### src/rtl/write_pointer_ctrl_if.sv
// write_pointer_ctrl_if: producer-side write pointer and flag bundle for the async FIFO write domain
interface write_pointer_ctrl_if #(parameter int ADDR_WIDTH = 6);
  logic inc;
  logic ovf_clr;
  logic [ADDR_WIDTH:0] wq2_rptr;
  logic [ADDR_WIDTH:0] wptr;
  logic [ADDR_WIDTH-1:0] waddr;
  logic wclken;
  logic full;
  logic almost_full;
  logic [ADDR_WIDTH:0] wlevel;
  logic overflow;
  modport master(output inc, ovf_clr, wq2_rptr, input wptr, waddr, wclken, full, almost_full, wlevel, overflow);
  modport slave(input inc, ovf_clr, wq2_rptr, output wptr, waddr, wclken, full, almost_full, wlevel, overflow);
endinterface

### src/rtl/write_pointer_ctrl.sv
// write_pointer_ctrl: async FIFO write-domain binary/Gray pointer, full/almost_full, fill level and sticky overflow
module write_pointer_ctrl #(
  parameter int ADDR_WIDTH = 6,
  parameter int AFULL_THRESH = 56
) (
  input logic clk,
  input logic rst,
  write_pointer_ctrl_if.slave bus
);
  localparam int P = ADDR_WIDTH + 1;
  localparam logic [P-1:0] AF = AFULL_THRESH[P-1:0];
  logic [P-1:0] bin, bin_next, gray_next, rbin, level_next;
  logic full_next;
  for (genvar g = 0; g < P; g++) begin : g_rbin
    assign rbin[g] = ^bus.wq2_rptr[P-1:g];
  end
  assign bus.wclken = bus.inc & ~bus.full;
  assign bus.waddr = bin[ADDR_WIDTH-1:0];
  assign bin_next = bin + {{ADDR_WIDTH{1'b0}}, bus.wclken};
  assign gray_next = (bin_next >> 1) ^ bin_next;
  assign level_next = bin_next - rbin;
  // full when the write pointer is exactly one lap ahead of the synchronized read pointer
  assign full_next = gray_next == {~bus.wq2_rptr[P-1:P-2], bus.wq2_rptr[P-3:0]};
  always_ff @(posedge clk) begin
    if (rst) begin
      bin <= '0;
      bus.wptr <= '0;
      bus.full <= 1'b0;
      bus.almost_full <= 1'b0;
      bus.wlevel <= '0;
      bus.overflow <= 1'b0;
    end else begin
      bin <= bin_next;
      bus.wptr <= gray_next;
      bus.full <= full_next;
      bus.almost_full <= level_next >= AF;
      bus.wlevel <= level_next;
      bus.overflow <= (bus.inc & bus.full) | (bus.overflow & ~bus.ovf_clr);
    end
  end
endmodule
### src/flat_wrapper.sv
// flat-port wrapper written by rule: the top's interface ports become plain ports
module write_pointer_ctrl_flat 
#(
  parameter int ADDR_WIDTH = 6,
  parameter int AFULL_THRESH = 56
)
  (clk, rst, bus_inc, bus_ovf_clr, bus_wq2_rptr, bus_wptr, bus_waddr, bus_wclken, bus_full, bus_almost_full, bus_wlevel, bus_overflow);
  write_pointer_ctrl_if #(.ADDR_WIDTH(ADDR_WIDTH)) bus_i ();
  input logic clk;
  input logic rst;
  input wire logic [$bits(bus_i.inc)-1:0] bus_inc;
  input wire logic [$bits(bus_i.ovf_clr)-1:0] bus_ovf_clr;
  input wire logic [$bits(bus_i.wq2_rptr)-1:0] bus_wq2_rptr;
  output wire logic [$bits(bus_i.wptr)-1:0] bus_wptr;
  output wire logic [$bits(bus_i.waddr)-1:0] bus_waddr;
  output wire logic [$bits(bus_i.wclken)-1:0] bus_wclken;
  output wire logic [$bits(bus_i.full)-1:0] bus_full;
  output wire logic [$bits(bus_i.almost_full)-1:0] bus_almost_full;
  output wire logic [$bits(bus_i.wlevel)-1:0] bus_wlevel;
  output wire logic [$bits(bus_i.overflow)-1:0] bus_overflow;
  assign bus_i.inc = bus_inc;
  assign bus_i.ovf_clr = bus_ovf_clr;
  assign bus_i.wq2_rptr = bus_wq2_rptr;
  assign bus_wptr = bus_i.wptr;
  assign bus_waddr = bus_i.waddr;
  assign bus_wclken = bus_i.wclken;
  assign bus_full = bus_i.full;
  assign bus_almost_full = bus_i.almost_full;
  assign bus_wlevel = bus_i.wlevel;
  assign bus_overflow = bus_i.overflow;
  write_pointer_ctrl #(.ADDR_WIDTH(ADDR_WIDTH), .AFULL_THRESH(AFULL_THRESH)) u_core (.clk(clk), .rst(rst), .bus(bus_i));
endmodule
### config.mk
export PLATFORM = sky130hd
export DESIGN_NAME = write_pointer_ctrl_flat
export DESIGN_NICKNAME = d
export VERILOG_FILES = /design/src/rtl/write_pointer_ctrl_if.sv /design/src/rtl/write_pointer_ctrl.sv /design/src/flat_wrapper.sv
export SDC_FILE = /design/constraint.sdc
export NUM_CORES = 1
export LEC_CHECK = 0
export BUFFER_PORTS_ARGS = -buffer_cell sky130_fd_sc_hd__clkbuf_2
export CAP_MARGIN = 30
export CORE_MARGIN = 2
export CORE_UTILIZATION = 50
export CTS_BUF_LIST = sky130_fd_sc_hd__clkbuf_2 sky130_fd_sc_hd__clkbuf_4 sky130_fd_sc_hd__clkbuf_8
export DETAILED_ROUTE_END_ITERATION = 7
export HOLD_SLACK_MARGIN = 0.02
export PLACE_DENSITY_LB_ADDON = 0.12
export SYNTH_ARGS = -nofsm -noshare
export SYNTH_HDL_FRONTEND = slang
export SYNTH_SLANG_ARGS = --single-unit
### constraint.sdc
create_clock -name clk -period 3.67 [get_ports clk]
set_input_delay 0.1835 -clock clk [delete_from_list [all_inputs] [get_ports clk]]
set_output_delay 0.1835 -clock clk [all_outputs]
set_load 0.05 [all_outputs]
==> qor.yml, run 1 <==
status: "completed"
setup_slack_ns: 1.02
synth-seq-cells: 23
cts-root-buf: "clkbuf_4"
cp_data_required_time_ns: 3.85
m1WireLength_um: 1170
rr_worst_depth: 12
syn_inst: 140
dr.pass1.iters: 4
ctsHoldBuffers: 0
die_h_um: 55.3
fp.dieW_um: 55.3
routed_via_density: 4.92
synth_area_leader_cell: "dfxtp_1"
antenna_found_initial: 0
yosysWarningCount: 0
final_cell_mix: "clkbuf_2 (34), dfxtp_1 (23), nor2_1 (21)"
synth_area_um2: 1320
fillers: 226
tightestPinTransition_ns: 0.496
dp_hpwl_um: 1960
htree_levels: 1
grt_overflow: 0
slew_violations: 0
cts_tree: "done"
synth.distinct_cells: 31
power_density_nw_per_um2: 471
dieArea_um2: 3060
hp-class: "in2reg"
avgSynthCellArea_um2: 9.39
highest_layer: "met4"
whs_path_depth: 3
numPortBuffers: 34
fin_setup_tns_ns: 0
crit_fanout: 6
wl_um: 2420
min_from: "bus_inc"
period_needed_ns: 2.65
clk_transition_reported_paths_ns: 0.12
cts_setup_buffers: 0
drive_above_1_share: 0.260
routed-wl-met3_um: 69
ios: 35
ff_latch_area_um2: 460
grt_pass1_vias: 946
syn_nets: 160
start_util: 0.531
maxSlewHeadroom: 0.668
layout_commonest_cell: "clkbuf_2"
clockBufferDepth: 2
post-place-ws_ns: 0.716
critical_path_class: "reg2reg"
routed-wl-met2_um: 1140
p_leak_nw: 0.778
reg2reg_from: "u_core.bus.full"
ys_seq_area_frac: 0.350
vias: 1018
synth.area.top_cells: "dfxtp_1 (35%), xnor2_1 (9.3%), ha_1 (8.6%)"
post_cts_resized: 0
core_um2: 2480
hold_viol: 0
hold-path-endpoint: "u_core.bus.overflow"
finClkSkew_ns: 0.00334
finalNetCount: 198
clock.fmax_mhz: 377
routedWlPerCell_um: 11.7
areaGrowthSynthToFinish_pct: 18.4
cap_violations: 0
r2r_slack_ns: 1.02
first_iter_violations: 20
startpoint_type: "flip-flop"
yosysTopAreaCellShare: 0.350
grt_setup_unrepaired: "false"
period_share: 0.723
clock_latency_ns: 0.30
worstPathArrival_ns: 2.84
row_count: 18
drt_drc_violations_left: 0
peakVddDrop_uv: 306
setup_viol: 0
reg2reg_to: "u_core.bus.almost_full"
crit_path_end_kind: "flip-flop"
gp_congestion: 0.816
postRouteAntennaNets: 0
grt_pass1_wl_um: 4060
track_usage: 0.163
multi_input_area_um2: 798
grt_start_max_net_pins: 23
diodes: 0
numCtsBuffers: 3
clock-sinks: 23
==> cells by family after synthesis <==
group / after synthesis / synth area share
buffers and inverters: 15 / 0.0428
flip-flops: 23 / 0.350
multiplexers: 3 / 0.0238
adder cells (fa/ha/maj): 9 / 0.0856
AND/OR/NAND/NOR: 46 / 0.160
AO/OA/AOI/OAI: 14 / 0.0837
XOR/XNOR: 30 / 0.254
==> cell usage after synthesis <==
cell type,instances
a21o_1,1
o32ai_2,1
xnor2_2,1
xor3_1,1
xnor2_4,1
mux2i_1,2
a211oi_1,2
xnor3_1,1
o211ai_1,2
xor2_1,11
mux2_2,1
xor3_2,1
and3_1,4
o21bai_1,1
nand3_1,5
nor3b_1,1
nand2b_1,2
inv_1,12
nor2_1,21
ha_1,9
a21oi_1,4
nor2b_1,2
nor3_1,4
or3_1,1
a31oi_1,2
o311ai_2,1
nand2_1,6
dfxtp_1,23
xnor2_1,14
buf_1,1
clkbuf_1,2
==> where the power goes <==
part	total (mW)	internal [mW]	switching (mW)
Sequential	0.286	0.278	0.00751
Clock	0.119	0.0498	0.0695
Combinational	0.329	0.113	0.216
Total	0.733	0.441	0.293
==> critical path, stage by stage (launching register included) <==
cell	delay, ns
dfxtp_1	0.34
nor2b_1	0.15
ha_1	0.21
and3_1	0.16
nand3_1	0.10
xor2_1	0.43
inv_1	0.11
ha_1	0.35
o211ai_1	0.11
a31oi_1	0.06
a211oi_1	0.23
xnor2_1	0.19
o32ai_2	0.11
==> stage by stage <==
step,std cells,utilization,hold WS [ns],cell area [µm²],power (mW)
2_1_floorplan,140,-,0.255,1320,0.556
3_3_place_gp,203,0.616,0.430,1530,0.616
3_5_place_dp,203,0.616,0.440,1530,0.622
4_1_cts,207,0.628,0.118,1560,0.739
5_1_grt,207,0.628,0.140,1560,0.776
6_report,207,0.628,0.116,1560,0.733
==> state kept, by name, summed over array words and instances (netlist names) <==
register                count
u_core.bus.full             1
u_core.bus.overflow         1
u_core.bus.wptr             6
u_core.bin                  7
u_core.bus.almost_full      1
u_core.bus.wlevel           7
==> area by class of cell <==
type	count	share of cell area
Tap cell	30	0.0241
Multi-Input combinational cell	102	0.513
Sequential cell	23	0.296
Clock buffer	4	0.0193
Inverter	12	0.0289
Timing Repair Buffer	36	0.119
==> per-layer routing <==
layer | up-vias | track usage
met2 | 18 | 0.274
met1 | 462 | 0.200
met3 | 5 | 0.0281
met5 | - | 0
met4 | 0 | 0.0836
li1 | 533 | -
==> how the worst max path moves through the flow <==
stage,depth (start not counted),end,startpoint,slack [ns]
after CTS,12,u_core.bus.almost_full,u_core.bus.full,0.99
after global routing,12,u_core.bus.almost_full,u_core.bus.full,0.79
after global placement,14,u_core.bus.almost_full,bus_wq2_rptr[5],0.81
final,12,u_core.bus.almost_full,u_core.bus.full,1.02
after detailed placement,14,u_core.bus.almost_full,bus_wq2_rptr[5],0.72
after floorplan,11,u_core.bus.almost_full,u_core.bus.full,0.12
Power figures use the tool's default switching activity.
==> run 2: changes to the inputs <==
--- a/config.mk
+++ b/config.mk
@@ -5,6 +5,7 @@
 export SDC_FILE = /design/constraint.sdc
 export NUM_CORES = 1
 export LEC_CHECK = 0
+export ABC_AREA = 1
 export BUFFER_PORTS_ARGS = -buffer_cell sky130_fd_sc_hd__clkbuf_2
 export CAP_MARGIN = 30
 export CORE_MARGIN = 2
==> constraint.sdc (replaced) <==
create_clock -name clk -period 2.2 [get_ports clk]
set_input_delay 0.11 -clock clk [delete_from_list [all_inputs] [get_ports clk]]
set_output_delay 0.11 -clock clk [all_outputs]
set_load 0.05 [all_outputs]
==> run 2 against run 1 <==
Effect of this change:
- the run now ends with design-rule violations left
- flip-flop and latch count stayed put
- total power increased by 51%
- critical path depth grew 3
- utilization increased by 8.0 points
- combinational power grew 40%
- critical path type unchanged
==> qor.yml, run 2 <==
status: "complete, but fails checks"  # was completed
violations: "design-rule violations"
maxSlewHeadroom: 0.723  # was 0.668
areaGrowthSynthToFinish_pct: 32.6  # was 18.4%
crit_path_end_kind: "flip-flop"  # unchanged
die_h_um: 58.7  # was 55.3 µm
reg2reg_from: "u_core.bus.full"  # unchanged
setup_viol: 0  # unchanged
finClkSkew_ns: 0.00269  # was 0.00334 ns
tightestPinTransition_ns: 0.416  # was 0.496 ns
synth-seq-cells: 23  # unchanged
drt_drc_violations_left: 6  # was 0
yosysMostFrequentCell: "nand2_1"  # was dfxtp_1
fp.dieW_um: 58.7  # was 55.3 µm
ctsHoldBuffers: 0  # unchanged
place_inst: 273  # was 203
diodes: 0  # unchanged
grt_start_max_net_pins: 22  # was 23
routedWlPerCell_um: 11.8  # was 11.7 µm
routed_via_density: 4.92  # about the same
cts_tree: "done"  # unchanged
cp_cell_sequence: "nor2_4 > ha_4 > ha_4 > nand3_4 > xor2_4 > inv_2 > ha_4 > nand2_1 > inv_2 > a21oi_2 > nand2_1 > nand2_1 > nand2_1 > nand3_1 > nand2_1"  # was nor2b_1 > ha_1 > and3_1 > nand3_1 > xor2_1 > inv_1 > ha_1 > o211ai_1 > a31oi_1 > a211oi_1 > xnor2_1 > o32ai_2
synth_xor_area_frac: 0.139  # was 0.254
synth_compound_area_frac: 0.0401  # was 0.0837
wl_um: 3280  # was 2420 µm
grt_pass1_wl_um: 5750  # was 4060 µm
power_density_nw_per_um2: 559  # was 471 nW/µm²
m1WireLength_um: 1630  # was 1170 µm
synth.distinct_cells: 27  # was 31
synth.area.top_cells: "dfxtp_1 (31%), nand2_1 (11%), ha_1 (7.5%)"  # was dfxtp_1 (35%), xnor2_1 (9.3%), ha_1 (8.6%)
fin_util: 0.708  # was 0.628
drive_above_1_share: 0.407  # was 0.260
synth.cells.most_frequent: "nand2_1 (45), nor2_1 (24), dfxtp_1 (23), inv_1 (23), nand3_1 (19)"  # was dfxtp_1 (23), nor2_1 (21), xnor2_1 (14), inv_1 (12), xor2_1 (11)
syn_inst: 204  # was 140
crit_path_max_incr_delay_ns: 0.38  # was 0.43 ns
critical_path_class: "reg2reg"  # unchanged
post-place-ws_ns: 0.0441  # was 0.716 ns
highest_layer: "met4"  # unchanged
hold_viol: 0  # unchanged
setup_slack_ns: 0.0407  # was 1.02 ns
synth_area_leader_cell: "dfxtp_1"  # unchanged
layout_commonest_cell: "nand2_1"  # was clkbuf_2
syn_nets: 224  # was 160
min_from: "bus_ovf_clr"  # was bus_inc
numCtsBuffers: 3  # unchanged
first_iter_violations: 37  # was 20
track_usage: 0.212  # was 0.163
clockBufferDepth: 2  # unchanged
synth_mux_area_frac: 0  # was 0.0238
antenna_found_initial: 0  # unchanged
yosysTopAreaCellShare: 0.307  # was 0.350
rr_worst_depth: 15  # was 12
worstPathArrival_ns: 2.38  # was 2.84 ns
synth-async-reset-ratio: 0  # unchanged
vias: 1374  # was 1018
yosysWarningCount: 0  # unchanged
clock-sinks: 23  # unchanged
clock_latency_ns: 0.30  # about the same
setup.worst_path.start: "u_core.bus.full"  # unchanged
cts-root-buf: "clkbuf_4"  # unchanged
cap_violations: 0  # unchanged
whs_path_depth: 4  # was 3
fin_area_um2: 1990  # was 1560 µm²
stdcell_count: 279  # was 207
core_um2: 2810  # was 2480 µm²
postRouteAntennaNets: 0  # unchanged
yosys.area_share.simple: 0.358  # was 0.160
start_util: 0.534  # was 0.531
p_leak_nw: 0.995  # was 0.778 nW
clk_transition_reported_paths_ns: 0.12  # about the same
grt_overflow: 0  # unchanged
avgSynthCellArea_um2: 7.34  # was 9.39 µm²
synth_edf_count: 0  # unchanged
numPortBuffers: 34  # unchanged
dr.pass1.iters: 6  # was 4
peakVddDrop_uv: 248  # was 306 µV
finalNetCount: 269  # was 198
row_count: 19  # was 18
hold_ws_ns: 0.0380  # was 0.116 ns
dp_hpwl_um: 2630  # was 1960 µm
slew_violations: 0  # unchanged
ys_seq_area_frac: 0.307  # was 0.350
period_needed_ns: 2.16  # was 2.65 ns
final_cell_mix: "nand2_1 (41), clkbuf_2 (34), nor2_1 (23)"  # was clkbuf_2 (34), dfxtp_1 (23), nor2_1 (21)
period_share: 0.981  # was 0.723
htree_levels: 1  # unchanged
gp_congestion: 0.916  # was 0.816
cp_slowest_cell: "dfxtp_4"  # was xor2_1
crit_fanout: 4  # was 6
ios: 35  # unchanged
synth_area_um2: 1500  # was 1320 µm²
grt_setup_unrepaired: "true"  # was false
clock.fmax_mhz: 463  # was 377 MHz
dpl_cell_area_um2: 1860  # was 1530 µm²
yosys_most_used_dff: "dfxtp_1"  # unchanged
grt_pass1_vias: 1323  # was 946
routed-wl-met3_um: 119  # was 69 µm
synth_top_family_by_area: "simple AND/OR/NAND/NOR gates"  # was XOR/XNOR gates
cp_data_required_time_ns: 2.42  # was 3.85 ns
dieArea_um2: 3450  # was 3060 µm²
top_regs: "u_core.bin: 7 flops, u_core.bus.wlevel: 7 flops, u_core.bus.wptr: 6 flops"  # unchanged
routed-wl-met2_um: 1510  # was 1140 µm
synth_fa_ha_area_frac: 0.0752  # was 0.0856
startpoint_type: "flip-flop"  # unchanged
hp-class: "in2reg"  # unchanged
critPathMostFrequentCell: "nand2_1"  # was ha_1
[run 2: cell count changes after synthesis, sizes merged, moves of 3 or more]
| cell | before | now |
|---|---|---|
| and3 | 4 | 0 |
| o21ai | 0 | 3 |
| nor2 | 21 | 25 |
| nor3 | 4 | 1 |
| xnor2 | 16 | 8 |
| nand3 | 5 | 24 |
| inv | 12 | 28 |
| nand2 | 6 | 56 |
[run 2: layer usage]
metal  vias up  GRT usage
met5         -          0
met4         0     0.0617
met3         2     0.0154
met2        31      0.337
met1       618      0.308
li1        723          -
[run 2: through the flow]
stage / TNS (ns) / power [mW]
6_report: 0 / 1.11
5_1_grt: -0.194 / 1.19
4_1_cts: 0 / 1.10
3_5_place_dp: 0 / 0.908
3_3_place_gp: 0 / 0.905
2_1_floorplan: -0.359 / 0.811
[run 2: logic make-up (layout without fill, tap and decap cells)]
logic type	after synthesis	after routing
adder cells (fa/ha/maj)	9	9
XOR/XNOR	19	19
flip-flops	23	23
AO/OA/AOI/OAI	11	11
buffers and inverters	31	75
AND/OR/NAND/NOR	111	111
[run 2: worst max-delay path, delay by kind of cell, from the launching register on]
kind / cells / cell delay [ns]
AOI/OAI and AO/OA: 1 / 0.18
and+or+nand+nor: 8 / 0.56
adders and majority gates: 3 / 0.57
DFF: 1 / 0.38
buffers and inverters: 2 / 0.14
xor gates and xnor gates: 1 / 0.26
[run 2: worst paths after layout]
| path | endpoint | slack (ns) |
|---|---|---|
| hold / removal | u_core.bus.overflow | 0.04 |
| hold reg to reg | u_core.bus.overflow | 0.47 |
| setup / recovery | u_core.bus.almost_full | 0.04 |
| setup reg to reg | u_core.bus.almost_full | 0.04 |
[run 2: report_power, final]
part | internal, mW | switching [mW]
clock | 0.0678 | 0.122
sequential | 0.448 | 0.0123
combinational | 0.144 | 0.315
total | 0.659 | 0.450
[run 2: final cells by class]
cell class,count,area [µm²]
clock buffers,3,22.5
fillers,250,820
well taps,31,38.8
inverters,28,105
multi-input cells,150,1110
repair buffers,43,238
flip-flops and latches,23,464
clock inverters,1,5.00
[run 2: repair_timing]
item,CTS,global route
setup endpoints to repair,0,5
setup buffers,0,2
gates resized for setup,0,14
